<file path="config.mk">
export PLATFORM = sky130hd
export DESIGN_NAME = cpu_regfile_sb_flat
export DESIGN_NICKNAME = d
export VERILOG_FILES = /design/src/rtl/cpu_regfile_sb_if.sv /design/src/rtl/cpu_regfile_sb.sv /design/src/flat_wrapper.sv
export SDC_FILE = /design/constraint.sdc
export NUM_CORES = 2
export LEC_CHECK = 0
export CORE_MARGIN = 1
export CORE_UTILIZATION = 30
export CTS_CLUSTER_DIAMETER = 150
export CTS_CLUSTER_SIZE = 20
export DETAILED_ROUTE_END_ITERATION = 8
export PLACE_DENSITY = 0.44
export SLEW_MARGIN = 5
export SYNTH_ARGS = -nofsm -noshare
export SYNTH_HDL_FRONTEND = slang
export SYNTH_SLANG_ARGS = --single-unit
</file>
<file path="constraint.sdc">
create_clock -name clk -period 16.55 [get_ports clk]
set_input_delay 3.31 -clock clk [delete_from_list [all_inputs] [get_ports clk]]
set_output_delay 3.31 -clock clk [all_outputs]
set_load 0.005 [all_outputs]
</file>
<file path="src/rtl/cpu_regfile_sb_if.sv">
// Bus between issue/writeback and the register file with scoreboard.
// Handshake: there is no valid/ready pair; every input is sampled on each
// rising clk edge and every output is a register that is valid one cycle
// after the addresses that produced it.
interface cpu_regfile_sb_if #(
  parameter int XLEN  = 64,
  parameter int AW    = 5,
  parameter int NREAD = 2,
  parameter int NREGS = 32
);
  logic                    write_enable;
  logic [AW-1:0]           write_addr;
  logic [XLEN-1:0]         write_data;
  logic                    reserve_enable;
  logic [AW-1:0]           reserve_addr;
  logic [NREAD*AW-1:0]     read_addr;
  logic [NREAD*XLEN-1:0]   read_data;
  logic [NREAD-1:0]        read_busy;
  logic [NREGS-1:0]        busy_vec;

  modport master (
    output write_enable, write_addr, write_data,
    output reserve_enable, reserve_addr, read_addr,
    input  read_data, read_busy, busy_vec
  );

  modport slave (
    input  write_enable, write_addr, write_data,
    input  reserve_enable, reserve_addr, read_addr,
    output read_data, read_busy, busy_vec
  );
endinterface

</file>
<file path="src/rtl/cpu_regfile_sb.sv">
// Integer register file with NREAD registered read ports, one write port,
// write-first bypass, optional hardwired zero register and a per-register
// busy scoreboard (reserve sets, write clears, reserve wins on a tie).
module cpu_regfile_sb #(
  parameter int XLEN     = 64,
  parameter int NREGS    = 32,
  parameter int NREAD    = 2,
  parameter int ZERO_REG = 1
) (
  input  logic              clk,
  input  logic              rst,
  cpu_regfile_sb_if.slave   bus
);
  localparam int AW = (NREGS > 2) ? $clog2(NREGS) : 1;
  localparam logic [AW:0] NREGS_LIM = (AW+1)'(NREGS);

  logic [XLEN-1:0]       regs [NREGS];
  logic [NREGS-1:0]      busy_q;
  logic [AW-1:0]         ra [NREAD];
  logic [NREAD*XLEN-1:0] rd_nxt;
  logic [NREAD-1:0]      rb_nxt;
  logic                  wr_ok;
  logic                  rs_ok;

  // An address is usable if it exists and is not the hardwired zero register.
  function automatic logic addr_ok(input logic [AW-1:0] a);
    return ({1'b0, a} < NREGS_LIM) && !((ZERO_REG != 0) && (a == '0));
  endfunction

  assign wr_ok = bus.write_enable   && addr_ok(bus.write_addr);
  assign rs_ok = bus.reserve_enable && addr_ok(bus.reserve_addr);

  for (genvar g = 0; g < NREAD; g++) begin : g_ra
    assign ra[g] = bus.read_addr[g*AW +: AW];
  end

  // Register array: reset clears everything, otherwise commit the write.
  always_ff @(posedge clk) begin
    if (!rst) begin
      for (int r = 0; r < NREGS; r++) regs[r] <= '0;
    end else if (wr_ok) begin
      regs[bus.write_addr] <= bus.write_data;
    end
  end

  // Scoreboard: write releases, reserve is applied last so it wins a tie.
  always_ff @(posedge clk) begin
    if (!rst) begin
      busy_q <= '0;
    end else begin
      if (wr_ok) busy_q[bus.write_addr] <= 1'b0;
      if (rs_ok) busy_q[bus.reserve_addr] <= 1'b1;
    end
  end

  // Post-edge view of each read address, including this edge's write/reserve.
  always_comb begin
    rd_nxt = '0;
    rb_nxt = '0;
    for (int i = 0; i < NREAD; i++) begin
      if (addr_ok(ra[i])) begin
        rd_nxt[i*XLEN +: XLEN] = regs[ra[i]];
        rb_nxt[i]              = busy_q[ra[i]];
        if (wr_ok && (bus.write_addr == ra[i])) begin
          rd_nxt[i*XLEN +: XLEN] = bus.write_data;
          rb_nxt[i]              = 1'b0;
        end
        if (rs_ok && (bus.reserve_addr == ra[i])) rb_nxt[i] = 1'b1;
      end
    end
  end

  // Read port output registers.
  always_ff @(posedge clk) begin
    if (!rst) begin
      bus.read_data <= '0;
      bus.read_busy <= '0;
    end else begin
      bus.read_data <= rd_nxt;
      bus.read_busy <= rb_nxt;
    end
  end

  assign bus.busy_vec = busy_q;
endmodule

</file>
<file path="src/flat_wrapper.sv">
// flat-port wrapper written by rule: the top's interface ports become plain ports
module cpu_regfile_sb_flat 
#(
  parameter int XLEN     = 64,
  parameter int NREGS    = 32,
  parameter int NREAD    = 2,
  parameter int ZERO_REG = 1
)
  (clk, rst, bus_write_enable, bus_write_addr, bus_write_data, bus_reserve_enable, bus_reserve_addr, bus_read_addr, bus_read_data, bus_read_busy, bus_busy_vec);
  cpu_regfile_sb_if #(.XLEN(XLEN), .AW((5)), .NREAD(NREAD), .NREGS(NREGS)) bus_i ();
  input  logic clk;
  input  logic rst;
  input wire logic [$bits(bus_i.write_enable)-1:0] bus_write_enable;
  input wire logic [$bits(bus_i.write_addr)-1:0] bus_write_addr;
  input wire logic [$bits(bus_i.write_data)-1:0] bus_write_data;
  input wire logic [$bits(bus_i.reserve_enable)-1:0] bus_reserve_enable;
  input wire logic [$bits(bus_i.reserve_addr)-1:0] bus_reserve_addr;
  input wire logic [$bits(bus_i.read_addr)-1:0] bus_read_addr;
  output wire logic [$bits(bus_i.read_data)-1:0] bus_read_data;
  output wire logic [$bits(bus_i.read_busy)-1:0] bus_read_busy;
  output wire logic [$bits(bus_i.busy_vec)-1:0] bus_busy_vec;
  assign bus_i.write_enable = bus_write_enable;
  assign bus_i.write_addr = bus_write_addr;
  assign bus_i.write_data = bus_write_data;
  assign bus_i.reserve_enable = bus_reserve_enable;
  assign bus_i.reserve_addr = bus_reserve_addr;
  assign bus_i.read_addr = bus_read_addr;
  assign bus_read_data = bus_i.read_data;
  assign bus_read_busy = bus_i.read_busy;
  assign bus_busy_vec = bus_i.busy_vec;
  cpu_regfile_sb #(.XLEN(XLEN), .NREGS(NREGS), .NREAD(NREAD), .ZERO_REG(ZERO_REG)) u_core (.clk(clk), .rst(rst), .bus(bus_i));
endmodule
</file>
==> summary.md <==
| Metric | Value |
|---|---|
| Synth Cell Area | 114000 sq um |
| Placer congestion estimate | 0.837 |
| Die Wd | 618 microns |
| Area Overhead vs Synth | 11.0% |
| Reg2reg setup slack | 14.02 ns |
| Pleak | 41.7 nW |
| Sequential cell area fraction in the yosys report | 0.568 |
| Worst-Skew Late Latency | 0.95 ns |
| Class of the worst hold path | flip-flop to flip-flop |
| CP required | 17.33 ns |
| Placed cell count | 12.0k |
| Setup CP Type | input port to flip-flop |
| Hold EP | u_core.bus.busy_vec[15] |
| # clock sinks | 2210 |
| Gr ovfl total | 0 |
| Xor and xnor area share after synthesis | 0.00154 |
| Vias | 69.4k |
| Clock Skew | 0.0389 ns |
| Max-slew headroom | -0.0256 |
| Synth warn | 0 |
| Synth Area in Simple Gates | 0.125 |
| Reg-to-Reg End | u_core.bus.read_data[0] |
| Max-slew violations | 6 |
| Violated checks | max-capacitance violations, max-slew violations |
| Worst r2r path cells | 4 |
| Cts bufs inserted | 134 |
| Longest Clk Path Bufs | 4 |
| DP Wirelength | 272 mm |
| Flops & latches, synth | 2210 |
| Mapped Avg Cell Area | 15.9 sq um |
| Core footprint | 377000 sq um |
| Drt total wl | 482 mm |
| H-tree Lvls | 4 |
| DRT iter0 DRCs | 9125 |
| Via-to-Cell Ratio | 5.66 |
| Max-cap violations | 1 |
| CTS tree | done |
| Starting density of the core | 0.302 |
| Total power | 0.0120 W |
| Setup TNS | 0 ns |
| Layout cells sized above 1 | 0.236 |
| Endpoint type of the worst setup path | flip-flop |
| # setup viols final | 0 |
| Ratio of final minimum period to clock period | 0.452 |
| RSZ-0062 raised after global routing | false |
| Global-route wire length before repair | 648 mm |
| Largest net degree at the start of global routing | 134 |
| Worst Max-Slew Pin Slew | 1.53 ns |
| DR DRC count | 0 |
| Largest family of logic cells by synthesized area | multiplexers |
| Hold depth | 2 |
| Post-route minimum period | 7.49 ns |
| CP Max Fanout | 40 |
| Post-synthesis mux area share | 0.258 |
| Per-cell routed wire length | 39.3 microns |
| Most frequent cells in the layout | 2048 x edfxtp_1, 1985 x and2_1, 1171 x mux4_2 |
| Site row count | 225 |
| Hold-fix buffers, CTS | 0 |
| Peak Freq | 134 MHz |
| Synthesized instance count | 7176 |
| Hold_sp | u_core.bus.busy_vec[15] |
| Post-synth ARST share | 0 |
| First-pass iteration count of the detailed router | 6 |
| Status | finished with violations |
| CP startpoint kind | input port |
| EDFF count, synth | 2048 |
| Top_reg_cell synth | edfxtp_1 |
| Initial antenna violation count | 81 |
| Fin area | 126000 sq um |
| Hold Violations, Final | 0 |
| Synth cell types | 49 |
| Compound-cell area share of the yosys netlist | 0.0175 |
| Post_cts resized | 0 |
| Max VDD drop | 0.0643 mV |
| Root buffer cell | clkbuf_16 |
| Final Non-Filler Cells | 12.3k |
| Critical path arrival | 8.26 ns |
| Die span in y | 618 microns |
| DP Area | 122000 sq um |
| Vias in the first global route | 70.6k |
| ANT nets after route | 0 |
| Pwr Density | 94.9 nW/um^2 |
| Post-Synth Adder-Cell Area | 0 |
| Number of fill cells | 36.0k |
| Reg2reg start | u_core.regs[4][0] |
| Port bufs | 249 |
| DIE AREA | 382000 sq um |
| I/O pin count | 250 |
| CTS clk-pin slew, worst paths | 0.09 ns |
| All-layer global routing usage | 0.248 |
| Final #Nets | 7203 |
| Commonest non-fill, non-tap cell in the layout | edfxtp_1 |
| Postcts setup bufs | 0 |
| Core Util, Final | 0.336 |
## power breakdown
| part | total [W] | switching, W | internal (W) | leakage [nW] |
|---|---|---|---|---|
| Sequential | 0.00661 | 0.000188 | 0.00642 | 20.9 |
| Clock | 0.00370 | 0.00210 | 0.00160 | 1.88 |
| Combinational | 0.00169 | 0.000967 | 0.000725 | 18.9 |
## registers in the layout (all words and copies together), names as in the netlist
register / flops
u_core.bus.read_busy: 2
u_core.bus.busy_vec: 32
u_core.regs: 2048
u_core.bus.read_data: 128
## cell usage after synthesis (4+ instances only)
| library cell | count | share of area |
|---|---|---|
| a21o_1 | 17 | 0.0011 |
| a21oi_1 | 17 | 0.00075 |
| a221oi_1 | 4 | 0.00031 |
| a311oi_1 | 17 | 0.0013 |
| and2_1 | 1985 | 0.11 |
| buf_1 | 32 | 0.0011 |
| buf_2 | 191 | 0.0084 |
| buf_4 | 43 | 0.0028 |
| clkbuf_1 | 495 | 0.016 |
| dfxtp_1 | 162 | 0.028 |
| edfxtp_1 | 2048 | 0.54 |
| inv_1 | 37 | 0.0012 |
| mux2_2 | 34 | 0.0034 |
| mux2i_1 | 259 | 0.023 |
| mux4_2 | 1171 | 0.23 |
| nand2_1 | 43 | 0.0014 |
| nand3_1 | 16 | 0.00070 |
| nand3b_1 | 5 | 0.00033 |
| nor2_1 | 182 | 0.0060 |
| nor2b_1 | 4 | 0.00022 |
| nor3_1 | 114 | 0.0050 |
| nor4_1 | 18 | 0.00099 |
| o21ai_0 | 50 | 0.0022 |
| o21bai_1 | 17 | 0.0011 |
| o22a_1 | 17 | 0.0013 |
| o22ai_1 | 140 | 0.0077 |
| o31ai_1 | 4 | 0.00026 |
| xnor2_1 | 14 | 0.0011 |
| xor2_1 | 6 | 0.00046 |
## cell families after synthesis
logic type             after synthesis
multiplexers                      1464
flip-flops                        2210
XOR/XNOR                            20
AO/OA/AOI/OAI                      298
other                                1
AND/OR/NAND/NOR                   2380
buffers and inverters              803
## through the flow
| stage | hold slack, ns | setup WS (ns) |
|---|---|---|
| CTS | 0.547 | 8.93 |
| finish | 0.540 | 9.06 |
| global route | 0.563 | 8.66 |
| detailed placement | 0.534 | 7.95 |
| floorplan | 0.470 | 7.20 |
| global placement | 0.523 | 7.90 |
## worst max-delay path, cell delays in order
cell	delay, ns
buf_8	0.33
buf_4	0.85
buf_4	0.75
buf_4	0.75
buf_4	0.63
mux4_2	0.59
mux4_2	0.48
o22ai_1	0.19
nor3_1	0.09
## how the worst max path moves through the flow
stage,from,endpoint,slack (ns),cells past startpoint
2_1_floorplan,bus_write_addr[2],u_core.bus.busy_vec[3],7.20,5
3_3_place_gp,bus_read_addr[5],u_core.bus.read_data[126],7.90,9
3_5_place_dp,bus_read_addr[5],u_core.bus.read_data[120],7.95,9
4_1_cts,bus_read_addr[5],u_core.bus.read_data[66],8.93,9
5_1_grt,bus_read_addr[5],u_core.bus.read_data[66],8.66,9
6_report,bus_read_addr[5],u_core.bus.read_data[120],9.06,9
## area by class of cell
cell class                      count  area (sq um)  share of cell area
Antenna cell                       51           128             0.00101
Multi-Input combinational cell   4226         46600               0.369
Tap cell                         4994          6250              0.0494
Clock buffer                      221          3790              0.0300
Clock inverter                     12           154             0.00122
Inverter                           39           164             0.00130
Sequential cell                  2210         64700               0.512
Timing Repair Buffer              504          4550              0.0360
## metal layers
metal | wire length, microns | track usage
met4 | 18800 | 0.0935
met3 | 32800 | 0.0349
met5 | 44 | 0
met2 | 235000 | 0.417
met1 | 195000 | 0.326
Power figures use the tool's default switching activity.
